--- src/rtl/mac_unit_pkg.sv ---
`default_nettype none
// ============================================================================
//  Module      : mac_unit_pkg
//  Description : Shared sizing helpers for the MAC datapath. Provides the
//                accumulator width rule (twice the operand width) and the
//                signed min/max patterns used when clamping an accumulate
//                that overflows.
//  Ports       : none (package)
//  Revision    : 1.0 - initial release
// ============================================================================
package mac_unit_pkg;

    // Widest accumulator the helpers below can describe.
    localparam int c_max_width = 128;

    // The accumulator is twice the operand width, so the full product fits.
    function automatic int acc_width(input int data_width);
        return 2 * data_width;
    endfunction

    // Largest signed value of a w-bit word (0111...1), right-aligned.
    function automatic logic [c_max_width-1:0] sat_max(input int w);
        return (c_max_width'(1) << (w - 1)) - c_max_width'(1);
    endfunction

    // Smallest signed value of a w-bit word (1000...0), right-aligned.
    function automatic logic [c_max_width-1:0] sat_min(input int w);
        return c_max_width'(1) << (w - 1);
    endfunction

endpackage : mac_unit_pkg
`default_nettype wire

--- src/rtl/mac_unit_sat_add.sv ---
`default_nettype none
// ============================================================================
//  Module      : mac_sat_add
//  Description : Combinational signed adder with optional saturation.
//                The sum is formed one bit wider than the operands; the
//                result is either truncated (wrap) or clamped to the signed
//                range of WIDTH bits when the wide sum does not fit.
//  Ports       : i_a   [WIDTH-1:0] signed addend
//                i_b   [WIDTH-1:0] signed addend
//                o_sum [WIDTH-1:0] signed sum (wrapped or saturated)
//  Revision    : 1.0 - initial release
// ============================================================================
module mac_sat_add
    import mac_unit_pkg::*;
#(
    parameter int WIDTH    = 32,
    parameter bit SATURATE = 1'b0
) (
    input  logic [WIDTH-1:0] i_a,
    input  logic [WIDTH-1:0] i_b,
    output logic [WIDTH-1:0] o_sum
);

    localparam logic [WIDTH-1:0] c_max = WIDTH'(sat_max(WIDTH));
    localparam logic [WIDTH-1:0] c_min = WIDTH'(sat_min(WIDTH));

    logic [WIDTH:0] w_sum_ext;
    logic           w_ovf;

    // Sign-extend both addends by one bit so the true sum is always exact.
    assign w_sum_ext = {i_a[WIDTH-1], i_a} + {i_b[WIDTH-1], i_b};

    // The wide sum fits in WIDTH bits only when its top two bits agree.
    assign w_ovf = w_sum_ext[WIDTH] ^ w_sum_ext[WIDTH-1];

    generate
        if (SATURATE) begin : g_sat
            // The extra top bit is the true sign: 1 means negative overflow.
            always_comb begin
                o_sum = w_sum_ext[WIDTH-1:0];
                if (w_ovf) begin
                    o_sum = w_sum_ext[WIDTH] ? c_min : c_max;
                end
            end
        end else begin : g_wrap
            logic w_unused_ovf;
            assign w_unused_ovf = w_ovf;
            assign o_sum        = w_sum_ext[WIDTH-1:0];
        end
    endgenerate

endmodule : mac_sat_add
`default_nettype wire

--- src/rtl/mac_unit.sv ---
`default_nettype none
// ============================================================================
//  Module      : mac_unit
//  Description : Signed multiply-accumulate cell for PE/systolic arrays.
//                Every cycle: acc_out <= acc_in + a * b. Accumulation is
//                external; acc_out is purely registered so it may be fed
//                straight back into acc_in or chained to a neighbour.
//  Ports       : clk     rising-edge clock
//                rst     synchronous active-high reset (acc_out <= 0)
//                a       [DATA_WIDTH-1:0]   signed multiplicand
//                b       [DATA_WIDTH-1:0]   signed multiplier
//                acc_in  [2*DATA_WIDTH-1:0] signed incoming partial sum
//                acc_out [2*DATA_WIDTH-1:0] signed registered result
//  Revision    : 1.0 - initial release
// ============================================================================
module mac_unit
    import mac_unit_pkg::*;
#(
    parameter int DATA_WIDTH = 16,
    parameter bit SATURATE   = 1'b0
) (
    input  logic                      clk,
    input  logic                      rst,
    input  logic [DATA_WIDTH-1:0]     a,
    input  logic [DATA_WIDTH-1:0]     b,
    input  logic [2*DATA_WIDTH-1:0]   acc_in,
    output logic [2*DATA_WIDTH-1:0]   acc_out
);

    localparam int c_acc_width = acc_width(DATA_WIDTH);

    logic signed [c_acc_width-1:0] w_a_ext;
    logic signed [c_acc_width-1:0] w_b_ext;
    logic signed [c_acc_width-1:0] w_prod;
    logic        [c_acc_width-1:0] w_sum;
    logic        [c_acc_width-1:0] r_acc;

    // Operands are sign-extended to the accumulator width before the
    // multiply; the full signed product always fits, even (-2^(DW-1))^2.
    assign w_a_ext = {{DATA_WIDTH{a[DATA_WIDTH-1]}}, a};
    assign w_b_ext = {{DATA_WIDTH{b[DATA_WIDTH-1]}}, b};
    assign w_prod  = w_a_ext * w_b_ext;

    mac_sat_add #(
        .WIDTH    (c_acc_width),
        .SATURATE (SATURATE)
    ) u_sat_add (
        .i_a   (acc_in),
        .i_b   (w_prod),
        .o_sum (w_sum)
    );

    // Reset wins over the datapath, so unknown inputs during reset never
    // reach the register.
    always_ff @(posedge clk) begin
        if (rst) begin
            r_acc <= '0;
        end else begin
            r_acc <= w_sum;
        end
    end

    assign acc_out = r_acc;

endmodule : mac_unit
`default_nettype wire

--- config.mk ---
export PLATFORM = sky130hd
export DESIGN_NAME = mac_unit
export DESIGN_NICKNAME = d
export VERILOG_FILES = /design/src/rtl/mac_unit_pkg.sv /design/src/rtl/mac_unit_sat_add.sv /design/src/rtl/mac_unit.sv
export SDC_FILE = /design/constraint.sdc
export NUM_CORES = 1
export LEC_CHECK = 0
export ABC_AREA = 0
export BUFFER_PORTS_ARGS = -buffer_cell sky130_fd_sc_hd__buf_2
export CORE_MARGIN = 2
export CORE_UTILIZATION = 42
export CTS_CLUSTER_DIAMETER = 200
export DETAILED_ROUTE_END_ITERATION = 8
export PLACE_DENSITY = 0.63
export SLEW_MARGIN = 15
export SYNTH_ARGS = -nofsm -noshare
export SYNTH_HDL_FRONTEND = slang
export SYNTH_HIERARCHICAL = 1
export SYNTH_SLANG_ARGS = --single-unit
--- constraint.sdc ---
create_clock -name clk -period 13.2 [get_ports clk]
set_input_delay 0.66 -clock clk [delete_from_list [all_inputs] [get_ports clk]]
set_output_delay 0.66 -clock clk [all_outputs]
set_load 0.02 [all_outputs]
==> results.json <==
{
  "outcome": "finished, final reports clean",
  "tritoncts_buffer_count": 5,
  "dpl_cell_area_sq_um": 13000,
  "postSynthCellCount": 1361,
  "detail_route.vias_per_cell": 5.04,
  "finalSetupTns_ns": 0,
  "first_pass_iters": 5,
  "die_outline_width_um": 175,
  "post_drt_wl_per_cell_um": 15.4,
  "yosys_most_used_dff": "dfxtp_1",
  "synth_commonest_cells": "inv_1 (293), fa_1 (263), nand2_1 (146), and2_1 (124), ha_1 (113)",
  "synth_enable_flop_cells": 0,
  "synth_to_layout_area_growth_pct": 7.70,
  "global_route.usage.total_pct": 19.0,
  "path_depth": 28,
  "synth_area_leader_cell": "fa_1",
  "critPathMaxStageDelay_ns": 0.85,
  "parity_gate_share_of_the_synthesized_area_counting_xor_and_xnor_cells_pct": 4.80,
  "critical_path_required_ns": 13.34,
  "antenna_found_initial": 0,
  "synth_compound_gate_area_share_pct": 8.68,
  "vias": 9108,
  "final_layout_size_suffix_gt1_share_pct": 8.22,
  "synth_most_common_cell": "inv_1",
  "global_route.overflow_total": 0,
  "cts.htree.levels": 2,
  "timing.critical_path.to_type": "register",
  "synthSimpleGateAreaFrac_pct": 16.3,
  "timing.slew.headroom_pct": 56.2,
  "diodes": 0,
  "number_of_max_slew_violations_in_the_final_report": 0,
  "initial_utilization_pct": 42.6,
  "floorplan.rows": 62,
  "endpoint": "acc_out[31]",
  "regMostFlops": "acc_out",
  "cts_resized": 0,
  "routed_wirelength_mm": 27.9,
  "final_area_sq_um": 13200,
  "critical_path_arrival_ns": 8.25,
  "synth.top_cells.by_area": "fa_1 (43%), ha_1 (12%), inv_1 (9.0%), and2_1 (6.3%), dfxtp_1 (5.2%)",
  "drcViolationCount": 0,
  "post-cts-setup-buffer-count": 0,
  "post-route-min-period_ns": 8.10,
  "cts-root-buf": "clkbuf_16",
  "min_delay_path_depth": 3,
  "final_hold_vio_count": 0,
  "max_clock_freq_ghz": 0.123,
  "synthDominantCellAreaShare_pct": 43.1,
  "cts.path.max_buffers": 2,
  "path_buf_inv": 4,
  "placement.io_buffers": 97,
  "route.antenna.remaining_nets": 0,
  "yosys.cell_types.count": 57,
  "kind_of_start_point_of_the_critical_path": "input pin",
  "worst_slew_pin_slew_ns": 0.656,
  "routabilityCongestion": 0.933,
  "dr.first_iter.drc_count": 411,
  "holdCritPathClass": "in2reg",
  "hold_buffers": 0,
  "max_cap_viol_count": 0,
  "setup.worst_path.start": "b[1]",
  "total_die_area_sq_um": 30500,
  "async_flop_share_pct": 0,
  "die_h_um": 175,
  "first_global_vias": 9653,
  "core_area_sq_um": 28700,
  "cts_sink_count": 32,
  "synth_adder_area_share_pct": 54.7,
  "detailed_place_hpwl_mm": 24.1,
  "syn_area_per_cell_sq_um": 8.98,
  "critPathMostFrequentCell": "fa_1",
  "ys_warn_count": 6,
  "tritoncts_clock_tree": "done",
  "mappedNetlistArea_sq_um": 12200,
  "timing.final.setup_violations": 0,
  "grt_pass1_wl_mm": 46.8,
  "floorplan.io_pins": 98,
  "fin_worst_hold_slack_ns": 0.723,
  "library_cell_contributing_the_largest_single_delay_on_the_critical_path": "fa_1",
  "ys_seq_elements": 32,
  "ws_path_type": "in2reg",
  "clk_pin_slew_ns": 0.05,
  "synth_top_family_by_area": "adder cells",
  "grt_start_max_net_pins": 33,
  "synth.area.mux_share_pct": 0,
  "finalCritPeriodShare_pct": 61.4,
  "rsz0062_at_grt": "no",
  "synthesis.nets": 1803,
  "yosysSeqAreaShare_pct": 5.24,
  "largest_registers": "acc_out: 32 flops",
  "timing.critical_path.fanout_max": 16,
  "largest_reg_flops": 32,
  "nNetsFinal": 1866,
  "path_delay_family": "adder cells"
}
==> layout by cell type (no fill, tap or decap), types with 3 or more instances in the layout <==
cell | Yosys | layout
o21bai_1 | 8 | 8
and3_1 | 3 | 3
a21o_1 | 18 | 18
nand4_1 | 10 | 10
nor2b_1 | 36 | 36
nor3_1 | 6 | 6
a211oi_1 | 4 | 4
o21ai_1 | 9 | 9
nor4_1 | 3 | 3
dfxtp_1 | 32 | 32
fa_1 | 263 | 263
xnor2_1 | 50 | 50
nand2b_1 | 10 | 10
inv_1 | 293 | 293
clkbuf_16 | 0 | 5
o21a_1 | 10 | 10
buf_2 | 1 | 97
o31a_1 | 3 | 3
nand3_1 | 12 | 12
a21oi_1 | 53 | 53
a31oi_1 | 7 | 7
nand2_1 | 146 | 146
xor2_1 | 17 | 17
and2_1 | 124 | 124
ha_1 | 113 | 113
o21ai_0 | 22 | 22
nor2_1 | 32 | 32
==> layout make-up <==
type,count,area (sq um)
clock inverters,1,5.00
well taps,384,480
repair buffers,97,485
multi-input cells,994,10300
clock buffers,6,129
flip-flops and latches,32,641
inverters,294,1100
fillers,2835,15500
==> logic make-up after synthesis <==
logic type                 Yosys count
adders and majority gates          376
buffers and inverters              335
and+or+nand+nor                    391
AOI/OAI and AO/OA                  160
xor gates and xnor gates            67
DFF                                 32
==> through the flow <==
| stage | instances | setup WS (ns) | utilization, % |
|---|---|---|---|
| 6_report | 1808 | 5.10 | 45.9 |
| 4_1_cts | 1808 | 5.14 | 45.9 |
| 3_5_place_dp | 1801 | 4.88 | 45.4 |
| 2_1_floorplan | 1361 | 5.92 | - |
| 5_1_grt | 1808 | 4.61 | 45.9 |
| 3_3_place_gp | 1801 | 5.00 | 45.4 |
==> worst min path at each step <==
| stage | startpoint | slack [ns] | endpoint |
|---|---|---|---|
| finish | acc_in[0] | 0.72 | acc_out[0] |
| global route | acc_in[0] | 0.72 | acc_out[0] |
| CTS | acc_in[0] | 0.72 | acc_out[0] |
| detailed placement | acc_in[0] | 1.00 | acc_out[0] |
| global placement | acc_in[0] | 1.0 | acc_out[0] |
| floorplan | rst | 0.73 | acc_out[29] |
==> layer usage <==
metal	vias to the layer above	routed length [um]	share of wire (%)	global-route usage (%)
met5	-	0	0	0
met4	0	558	2.0	3.89
met3	32	938	3.4	1.76
met2	195	15100	54	35.6
met1	4611	11300	40	23.8
li1	4270	-	-	-
==> tightest hold or removal path, stage by stage <==
cell and delay [ns]:
buf_2 0.08, ha_1 0.11, nor2b_1 0.11
Power is left out: the tool's default activity adds up to more than one toggle a clock period on the data nets, which glitch-free logic cannot reach.
